[config.mk]
export PLATFORM = sky130hd
export DESIGN_NAME = hs_byte_aligner
export DESIGN_NICKNAME = d
export VERILOG_FILES = /design/src/rtl/hs_byte_aligner_pkg.sv /design/src/rtl/hs_sync_match.sv /design/src/rtl/hs_byte_aligner.sv
export SDC_FILE = /design/constraint.sdc
export NUM_CORES = 1
export LEC_CHECK = 0
export ABC_AREA = 1
export BUFFER_PORTS_ARGS = -buffer_cell sky130_fd_sc_hd__buf_4
export CAP_MARGIN = 15
export CORE_MARGIN = 3
export CORE_UTILIZATION = 60
export CTS_BUF_LIST = sky130_fd_sc_hd__clkbuf_8
export DETAILED_ROUTE_END_ITERATION = 7
export HOLD_SLACK_MARGIN = 0.06
export MAX_ROUTING_LAYER = met4
export PLACE_DENSITY = 0.8
export SYNTH_ARGS = -nofsm -noshare
export SYNTH_HDL_FRONTEND = slang
export SYNTH_SLANG_ARGS = --single-unit
[constraint.sdc]
create_clock -name clk -period 2 [get_ports clk]
set_clock_uncertainty 0.1 [all_clocks]
set_input_delay 0.1 -clock clk [delete_from_list [all_inputs] [get_ports clk]]
set_output_delay 0.1 -clock clk [all_outputs]
set_load 0.02 [all_outputs]
[src/rtl/hs_byte_aligner_pkg.sv]
// Shared types and helpers for the HS byte aligner slice.
// Optional feature macro: HS_ALIGNER_TOL_EN (accept sync with one flipped bit).
package hs_align_pkg;

  typedef enum logic [1:0] {
    IDLE,
    HUNT,
    LOCKED
  } state_t;

  typedef logic [2:0] offset_t;

  localparam logic [7:0] HS_SYNC_DEFAULT = 8'hB8;

  // True when a and b differ in exactly one bit position.
  function automatic logic one_bit_off(input logic [7:0] a, input logic [7:0] b);
    logic [7:0] diff;
    diff = a ^ b;
    return (diff != 8'h00) && ((diff & (diff - 8'h01)) == 8'h00);
  endfunction

endpackage

[src/rtl/hs_sync_match.sv]
// Combinational sync-byte search over the eight bit offsets of a 16-bit history.
// With HS_ALIGNER_TOL_EN defined a window one bit away from the pattern also
// counts, but an exact match at any offset always wins.
module hs_sync_match
  import hs_align_pkg::*;
(
  input  logic [15:0] hist,
  input  logic [7:0]  pattern,
  output logic        hit,
  output logic [2:0]  offset
`ifdef HS_ALIGNER_TOL_EN
  ,
  output logic        exact
`endif
);

  logic    exact_hit;
  offset_t exact_off;

  // The top history bit never falls inside a window; keep lint quiet about it.
  logic unused_hist_msb;
  assign unused_hist_msb = hist[15];

  // Scan from the highest offset down so the lowest matching offset is kept.
  always_comb begin
    exact_hit = 1'b0;
    exact_off = '0;
    for (int k = 7; k >= 0; k--) begin
      if (hist[k +: 8] == pattern) begin
        exact_hit = 1'b1;
        exact_off = 3'(k);
      end
    end
  end

`ifdef HS_ALIGNER_TOL_EN
  logic    near_hit;
  offset_t near_off;

  // Same lowest-offset scan, but for windows at Hamming distance one.
  always_comb begin
    near_hit = 1'b0;
    near_off = '0;
    for (int k = 7; k >= 0; k--) begin
      if (one_bit_off(hist[k +: 8], pattern)) begin
        near_hit = 1'b1;
        near_off = 3'(k);
      end
    end
  end

  assign hit    = exact_hit | near_hit;
  assign offset = exact_hit ? exact_off : near_off;
  assign exact  = exact_hit;
`else
  assign hit    = exact_hit;
  assign offset = exact_off;
`endif

endmodule

[src/rtl/hs_byte_aligner.sv]
// Per-lane D-PHY HS byte aligner: hunts for the sync byte in the raw
// deserializer words, latches the bit offset and then emits aligned bytes
// until hs_en drops. HS_ALIGNER_TOL_EN enables one-bit-error sync tolerance.
module hs_byte_aligner
  import hs_align_pkg::*;
#(
  parameter logic [7:0] SYNC_BYTE = HS_SYNC_DEFAULT,
  parameter int         TIMEOUT   = 64
) (
  input  logic       clk,
  input  logic       arst_n,
  input  logic       hs_en,
  input  logic       in_valid,
  input  logic [7:0] in_data,
  output logic       out_valid,
  output logic [7:0] out_data,
  output logic       locked,
  output logic [2:0] bit_offset,
  output logic       sync_err
);

  localparam int             CW           = $clog2(TIMEOUT + 1);
  localparam logic [CW-1:0]  TIMEOUT_LAST = CW'(TIMEOUT - 1);

  state_t        state;
  logic [7:0]    prev;
  logic [CW-1:0] miss_count;
  logic          primed;
  logic [15:0]   hist;
  logic          match_hit;
  offset_t       match_off;

  assign hist = {in_data, prev};

  hs_sync_match u_match (
    .hist    (hist),
    .pattern (SYNC_BYTE),
    .hit     (match_hit),
    .offset  (match_off)
`ifdef HS_ALIGNER_TOL_EN
    ,
    .exact   (unused_exact)
`endif
  );

`ifdef HS_ALIGNER_TOL_EN
  // Exact/near distinction is only informational at this level.
  logic unused_exact;
`endif

  // Alignment FSM with history, hunt timeout counter and registered outputs.
  always_ff @(posedge clk or negedge arst_n) begin
    if (!arst_n) begin
      state      <= IDLE;
      prev       <= 8'h00;
      miss_count <= '0;
      primed     <= 1'b0;
      out_valid  <= 1'b0;
      out_data   <= 8'h00;
      locked     <= 1'b0;
      bit_offset <= '0;
      sync_err   <= 1'b0;
    end else begin
      out_valid <= 1'b0;
      sync_err  <= 1'b0;
      if (!hs_en) begin
        state      <= IDLE;
        prev       <= 8'h00;
        miss_count <= '0;
        primed     <= 1'b0;
        locked     <= 1'b0;
      end else begin
        unique case (state)
          IDLE: begin
            state <= HUNT;
          end
          HUNT: begin
            if (in_valid) begin
              prev   <= in_data;
              primed <= 1'b1;
              if (primed) begin
                if (match_hit) begin
                  state      <= LOCKED;
                  locked     <= 1'b1;
                  bit_offset <= match_off;
                  miss_count <= '0;
                end else if (miss_count == TIMEOUT_LAST) begin
                  sync_err   <= 1'b1;
                  miss_count <= '0;
                end else begin
                  miss_count <= miss_count + 1'b1;
                end
              end
            end
          end
          LOCKED: begin
            if (in_valid) begin
              prev      <= in_data;
              out_valid <= 1'b1;
              out_data  <= hist[bit_offset +: 8];
            end
          end
          default: begin
            state <= IDLE;
          end
        endcase
      end
    end
  end

endmodule

== Word-level counts from Yosys, hierarchy flattened ==
Cells that the tools add are included.

* Register bits after elaboration: 32
* Latch bits: 0
* Bits in writable memories: 0
* ROM bits: 0
* Output and inout port bits: 14
* Memories: 0

* Add/sub/neg operators: 1
* Multiply operators: 0
* Div/mod/pow operators: 0
* Order comparisons: 0
* Equality and inequality tests: 20
* Shift operators: 1
* Muxes and demuxes: 47
* Bitwise gates (word level): 0
* Reduce and logical (&&, ||, !) cells: 9

{| class="wikitable"
|+ Operators with widths
! operator !! number
|-
| $eq 8x8->1 const B || 8
|-
| $mux 7 || 6
|-
| $mux 1 || 25
|-
| $mux 3 || 8
|-
| $mux 8 || 3
|-
| $shiftx 16x4->8 || 1
|-
| $ne 3x3->1 const B || 3
|-
| $mux 2 || 4
|-
| $ne 2x1->1 const B || 4
|-
| $reduce_and 4->1 || 2
|-
| $add 7x1->7 const B || 1
|-
| $eq 7x6->1 const B || 1
|-
| $pmux 2 s3 || 1
|-
| $reduce_and 3->1 || 2
|-
| $reduce_and 5->1 || 1
|-
| $ne 2x2->1 const B || 2
|-
| $reduce_and 2->1 || 2
|-
| $eq 2x1->1 const B || 1
|-
| $eq 2x2->1 const B || 1
|-
| $logic_not 2->1 || 1
|-
| $reduce_or 2->1 || 1
|}

== Longest topological paths before layout ==
Gate-level depths: netlist of run 1.

* Word-level depth: 14
* Depth in mapped cells: 10
* Depth with buffers taken out: 10

== Hierarchy ==
A second synthesis of run 1 with hierarchy kept.

* Cell total of the unflattened synthesis: 468
* Area total of the unflattened synthesis: 2922.8 sq um

{| class="wikitable"
|+ By module, submodules not included
! module !! instances !! cells an instance !! area each (sq um) !! sequential area each (sq um)
|-
| hs_byte_aligner || 1 || 245 || 1816.7 || 800.8
|-
| hs_sync_match || 1 || 223 || 1106.1 || 0.0
|}

== Worst setup path after synthesis of run 1 ==
No wires, ideal clock.

* Path type: register to register
* Start: register bit_offset[0]
* End: register out_data[3]
* Setup time: 117 ps
* Arrival: 1300 ps
* Data required time: 1783 ps
* Path slack: 483 ps
* Cell stages (with the launch flop): 9
* Period minus slack after synthesis: 1517 ps
* Cells stage by stage: dfrtp_1 buf_2 buf_2 o21ai_0 nand2_1 o211ai_1 o21ai_0 nand2_1 nand2_1

* Word-level cells in the longest chain between the ends: 1

{| class="wikitable"
|+ RTL lines
! element !! RTL line !! RTL
|-
| start, declared || hs_byte_aligner.sv:18 || <nowiki>output logic [2:0] bit_offset,</nowiki>
|-
| start signal, assigned || hs_byte_aligner.sv:85 || <nowiki>bit_offset <= match_off;</nowiki>
|-
| $shiftx 16x4->8 || hs_byte_aligner.sv:100 || <nowiki>out_data <= hist[bit_offset +: 8];</nowiki>
|-
| end signal, assigned || hs_byte_aligner.sv:100 ||
|-
| end, declared || hs_byte_aligner.sv:16 || <nowiki>output logic [7:0] out_data,</nowiki>
|}

Every way passes these cells.
A chain may end at the register's enable or synchronous reset.

== Worst setup path after layout of run 1 ==
* Start: register bit_offset[0]
* End: register out_data[5]

Same word-level chain as after synthesis.

==> flow_summary.yaml, run 1 <==
timing:
  final_max_slew_viol_count: 0
  setup_total_negative_slack_ns: 0
  finalSetupViolations: 0
  tightestPinTransition_ns: 0.624
  min_period_over_period: 0.855
  finalCriticalPeriod_ns: 1.71
  timing.fmax_mhz: 585
  finalHoldViolations: 0
  relSlewSlack: 0.584
  unrepaired_setup_endpoints_after_global_routing: "false"
synthesis:
  number_of_enable_flip_flop_cells_after_synthesis: 0
  synth.ff_latch_count: 32
  synth.net_count: 300
  syn_area_per_cell_um2: 7.14
  mappedNetlistArea_mm2: 0.00202
  yosys.cell_types.count: 29
  yosys_warnings: 0
  synthesis.instances: 283
  async_reset_ff_frac: 1.00
  dominantRegCellSynth: "sky130_fd_sc_hd__dfrtp_1"
  seq_area_frac_synth: 0.396
cells_and_area:
  signed_area_change_from_the_synthesized_netlist_to_the_final_layout_pct: 19.8
  mostFrequentLayoutCells: "sky130_fd_sc_hd__nand2_1 (89), sky130_fd_sc_hd__dfrtp_1 (32), sky130_fd_sc_hd__o21ai_0 (30)"
  mostFrequentLayoutCell: "sky130_fd_sc_hd__nand2_1"
  fin_area_mm2: 0.00242
  num-nets-final: 333
  final_layout_size_suffix_gt1_frac: 0.164
  fillerInstances: 246
  stdcell_count: 361
  n_antenna_cell: 0
  utilization: 0.774
place:
  place_area_mm2: 0.00224
  gp_congestion: 0.958
  placed_cells_incl_taps: 346
  hpwlAfterDp_um: 3420
  numPortBuffers: 25
global_route:
  global_route.overflow_total: 0
  wire_length_of_the_first_global_routing_pass_um: 7940
  grt_antenna_before_repair: 0
  grt_start_max_net_pins: 33
  grt_pass1_vias: 1737
  grt_usage: 0.254
power_and_ir_drop:
  share_clk_of_total_power: 0.287
  power_per_cell_area_mw_per_mm2: 882
  comb_power_share: 0.315
  p_total_w: 0.00214
  internal-power_w: 0.00140
  p_seq_frac: 0.398
  vdd.ir_drop.worst_mv: 0.505
  p_sw_w: 0.000739
  swShare: 0.346
  power.leakage_nw: 1.18
cts:
  clk_transition_reported_paths_ns: 0.07
  cts_max_path_buffers: 2
  tritoncts.num_buffers: 5
  htreeDepth: 2
  cts_tree: "done"
  clk-insertion-delay-late_ns: 0.28
  cts_root_buffer: "sky130_fd_sc_hd__clkbuf_8"
  clock_sinks: 32
detailed_routing:
  detail_route.first_pass.iterations: 4
  vias_per_cell: 5.33
  drc_errors: 0
  final_antenna_net_count: 0
  wl_per_cell_um: 12.9
  finalWirelength_um: 4660
  vias: 1925
  first_iter_violations: 133
critical_path:
  setup_crit_path_kind: "reg2reg"
  data_required_critical_path_ns: 2.07
  startpoint_type: "flip-flop"
  critical_path_peak_fanout: 27
  worst_setup_path_end_kind: "flip-flop"
  worstPathArrival_ns: 1.78
run:
  max_cap_violations: 0
die:
  die_area_mm2: 0.00410
  io_pins: 26
  core_region_area_mm2: 0.00313
  die_height_um: 64.0
  initial_utilization: 0.646
  placement_rows: 20
  fp.dieW_um: 64.0
worst_hold_path:
  holdCritPathClass: "in2reg"
outcome:
  run_status: "finished, final reports clean"
per-stage QoR:
step	hold slack, ns	worst slack, ns
2_1_floorplan	-0.296	0.483
3_3_place_gp	-0.0459	0.333
3_5_place_dp	-0.0434	0.233
4_1_cts	0.0741	0.198
5_1_grt	0.110	0.0261
6_report	0.0842	0.290
power by group through the flow:
stage	Sequential (W)	Combinational [W]	Clock (W)
floorplan	0.000921	0.000360	0
global placement	0.000855	0.000644	0
detailed placement	0.000860	0.000656	0
CTS	0.000850	0.000672	0.000625
global route	0.000865	0.000753	0.000653
finish	0.000850	0.000673	0.000612
flip-flops by register name, indices dropped and copies added, names as in the netlist:
signal and flops:
miss_count 7, sync_err 1, out_data 8, prev 8, locked 1, out_valid 1, bit_offset 3, state 2
primed 1
area by class of cell:
class	instances	area, µm²	area share
multi-input cells	216	1080	0.446
flip-flops and latches	32	801	0.331
repair buffers	34	273	0.113
inverters	27	101	0.0419
clock buffers	5	68.8	0.0284
well taps	44	55.1	0.0227
clock inverters	3	42.5	0.0176
routing by layer:
layer | global-route usage | vias to the layer above | share of wire
li1 | - | 982 | -
met1 | 0.347 | 868 | 0.46
met2 | 0.383 | 69 | 0.47
met3 | 0.0387 | 6 | 0.061
met4 | 0.0970 | 0 | 0.011
met5 | - | - | 0
worst paths after layout:
| check | startpoint | slack [ns] | end | cells past startpoint |
|---|---|---|---|---|
| min in group asynchronous | arst_n | 0.20 | prev[6] | 2 |
| worst min register to register | miss_count[6] | 0.35 | sync_err | 1 |
| max in group asynchronous | arst_n | 1.30 | out_data[1] | 2 |
| worst min-delay path | in_data[5] | 0.08 | prev[5] | 3 |
| worst max-delay path | bit_offset[0] | 0.29 | out_data[5] | 6 |
| worst max register to register | bit_offset[0] | 0.29 | out_data[5] | 6 |
synthesized netlist by cell type, types with 2 or more instances:
library cell	instances	area, µm²
sky130_fd_sc_hd__a21oi_1	10	50.1
sky130_fd_sc_hd__nand2_4	2	22.5
sky130_fd_sc_hd__ha_1	5	62.6
sky130_fd_sc_hd__nand3b_1	5	37.5
sky130_fd_sc_hd__nand3_1	15	75.1
sky130_fd_sc_hd__dfrtp_1	32	801
sky130_fd_sc_hd__o22ai_1	5	31.3
sky130_fd_sc_hd__o21ai_0	30	150
sky130_fd_sc_hd__xor2_1	4	35.0
sky130_fd_sc_hd__nor2_4	3	33.8
sky130_fd_sc_hd__inv_2	4	15.0
sky130_fd_sc_hd__o21ai_1	5	25.0
sky130_fd_sc_hd__buf_2	4	20.0
sky130_fd_sc_hd__inv_1	22	82.6
sky130_fd_sc_hd__nor2_1	26	97.6
sky130_fd_sc_hd__nand4_1	3	18.8
sky130_fd_sc_hd__nand2_2	6	37.5
sky130_fd_sc_hd__nand2_1	89	334
sky130_fd_sc_hd__clkbuf_1	3	11.3
critical path, cell delays in order (launching register included):
cell and delay, ns:
sky130_fd_sc_hd__dfrtp_1 0.74, sky130_fd_sc_hd__o21ai_0 0.27, sky130_fd_sc_hd__nand2_1 0.12, sky130_fd_sc_hd__nand2_1 0.08
sky130_fd_sc_hd__nand2_1 0.06, sky130_fd_sc_hd__nand2_1 0.05, sky130_fd_sc_hd__o22a_1 0.17
kinds of logic after synthesis:
family / share of synthesized area
and+or+nand+nor: 0.333
adders and majority gates: 0.0310
buffers and inverters: 0.0712
AOI/OAI and AO/OA: 0.146
xor gates and xnor gates: 0.0173
muxes: 0.00495
DFF: 0.396
repair_timing:
| item | in CTS | in global routing |
|---|---|---|
| buffers inserted | 0 | 0 |
| setup endpoints to repair | 0 | 1 |
| hold buffers | 7 | 0 |
| endpoints found under the hold margin | 39 | 0 |
| resized for setup | 0 | 1 |
No activity file was read; power rests on OpenSTA's default activity.
==> run 2, diff against run 1 <==
--- a/config.mk
+++ b/config.mk
@@ -8,6 +8,7 @@
 export ABC_AREA = 1
 export BUFFER_PORTS_ARGS = -buffer_cell sky130_fd_sc_hd__buf_4
 export CAP_MARGIN = 15
+export CORE_ASPECT_RATIO = 1.5
 export CORE_MARGIN = 3
 export CORE_UTILIZATION = 60
 export CTS_BUF_LIST = sky130_fd_sc_hd__clkbuf_8
==> run 2 against run 1 <==
  * Clock power increased by 13%
  * Total power increased by 4.5%
  * Global-route usage increased by 3.3 points
  * Flip-flop and latch count unchanged
  * First-iteration DRC count down 50%
  * Via count grew 0.52%
==> flow_summary.yaml, run 2 (synthesized netlist as in run 1, its figures left out) <==
cts:
  htreeDepth: 2
  cts_max_path_buffers: 2
  cts_tree: "done"
  clock_sinks: 32
  tritoncts.num_buffers: 5
  clk_transition_reported_paths_ns: 0.07
  cts_root_buffer: "sky130_fd_sc_hd__clkbuf_8"
  cts_post_setup_buffers_inserted: 0
  clk-insertion-delay-late_ns: 0.29
  ctsResizeCount: 0
timing:
  finalCriticalPeriod_ns: 1.73
  timing.fmax_mhz: 577
  unrepaired_setup_endpoints_after_global_routing: "false"
  final_max_slew_viol_count: 0
  finalSetupViolations: 0
  min_period_over_period: 0.867
  setup_total_negative_slack_ns: 0
  tightestPinTransition_ns: 0.419
  finalHoldViolations: 0
  relSlewSlack: 0.720
place:
  numPortBuffers: 25
  gp_congestion: 0.948
  hpwlAfterDp_um: 3730
  placed_cells_incl_taps: 341
die:
  placement_rows: 25
  io_pins: 26
  die_height_um: 77.1
  fp.dieW_um: 53.4
  die_area_mm2: 0.00411
  initial_utilization: 0.633
  core_region_area_mm2: 0.00319
critical_path:
  worst_setup_path_end_kind: "flip-flop"
  critical_path_peak_fanout: 8
  cp.buffers_inverters: 2
  critical_path_s_largest_stage_delay_ns: 0.40
  setup_crit_path_kind: "reg2reg"
  startpoint_type: "flip-flop"
  cpLargestDelayFamily: "simple AND/OR/NAND/NOR gates"
  worstPathArrival_ns: 1.86
  critical_path.slowest_cell: "sky130_fd_sc_hd__dfrtp_1"
  crit_path_cell_trace: "inv_1 -> ha_1 -> nand3_1 -> nand2_1 -> inv_1 -> a21oi_1 -> nand3_1 -> nand2_1"
  data_required_critical_path_ns: 2.13
cells_and_area:
  n_antenna_cell: 0
  signed_area_change_from_the_synthesized_netlist_to_the_final_layout_pct: 19.3
  num-nets-final: 331
  mostFrequentLayoutCells: "sky130_fd_sc_hd__nand2_1 (89), sky130_fd_sc_hd__dfrtp_1 (32), sky130_fd_sc_hd__o21ai_0 (30)"
  reg.largest.list: "out_data x8, prev x8, miss_count x7"
  final_layout_size_suffix_gt1_frac: 0.159
  mostFrequentLayoutCell: "sky130_fd_sc_hd__nand2_1"
  stdcell_count: 355
  fillerInstances: 261
  multi_input_area_mm2: 0.00108
  final-seq-area_um2: 801
outcome:
  run_status: "finished, final reports clean"
global_route:
  grt_pass1_vias: 1884
  grt_antenna_before_repair: 0
  grt_usage: 0.288
  wire_length_of_the_first_global_routing_pass_um: 8510
  grt_start_max_net_pins: 33
  global_route.overflow_total: 0
detailed_routing:
  detail_route.first_pass.iterations: 4
  wl_per_cell_um: 14.2
  first_iter_violations: 67
  vias_per_cell: 5.45
  drc_errors: 0
  vias: 1935
  finalWirelength_um: 5030
  final_antenna_net_count: 0
worst_hold_path:
  holdCritPathClass: "in2reg"
power_and_ir_drop:
  power.leakage_nw: 1.18
  power_per_cell_area_mw_per_mm2: 926
  vdd.ir_drop.worst_mv: 0.636
run:
  max_cap_violations: 0
## run 2: area by class of cell
cell class                      instances  area share
Tap cell                               40      0.0208
Inverter                               27      0.0421
Clock buffer                            7      0.0400
Sequential cell                        32       0.332
Clock inverter                          1      0.0125
Timing Repair Buffer                   32       0.106
Multi-Input combinational cell        216       0.447
## run 2: timing repair
item                                    in CTS  in global routing
hold endpoints to repair                    39                  0
endpoints found under the setup margin       0                  0
hold buffers                                 6                  0
## run 2: routing by layer
layer | global-route usage | up-vias | wire length (µm)
li1 | - | 979 | -
met1 | 0.338 | 895 | 2060
met2 | 0.466 | 47 | 2640
met3 | 0.0505 | 14 | 203
met4 | 0.128 | 0 | 128
met5 | - | - | 0
## run 2: worst register-to-register path: cells and delay by family (launching register included)
kind	cells	cell delay (ns)
buffers and inverters	2	0.25
AO/OA/AOI/OAI	1	0.29
adder cells (fa/ha/maj)	1	0.22
flip-flops	1	0.40
AND/OR/NAND/NOR	4	0.42
## run 2: report_power, final
part	leakage [nW]	internal, W	switching [W]	total, W
Sequential	0.435	0.000762	0.0000904	0.000852
Clock	0.0645	0.000440	0.000253	0.000693
Combinational	0.683	0.000264	0.000423	0.000687
## run 2: metrics by stage
step | utilization | setup WS, ns | hold slack [ns] | power [W] | area (µm²)
after global placement | 0.697 | 0.351 | -0.0404 | 0.00151 | 2220
after floorplan | - | 0.483 | -0.296 | 0.00128 | 2020
after detailed placement | 0.697 | 0.292 | -0.0377 | 0.00153 | 2220
final | 0.755 | 0.266 | 0.0633 | 0.00223 | 2410
after global routing | 0.755 | 0.0615 | 0.0834 | 0.00235 | 2410
after CTS | 0.755 | 0.280 | 0.0632 | 0.00224 | 2410
## run 2: worst paths after layout
path                               start  slack [ns]  cells past startpoint       endpoint
max in group asynchronous         arst_n        1.30                      2        prev[0]
min reg2reg                miss_count[6]        0.37                      1       sync_err
min in group asynchronous         arst_n        0.17                      2        prev[5]
max                             state[1]        0.27                      8  miss_count[2]
min                             in_valid        0.06                      3         primed
max reg2reg                     state[1]        0.27                      8  miss_count[2]
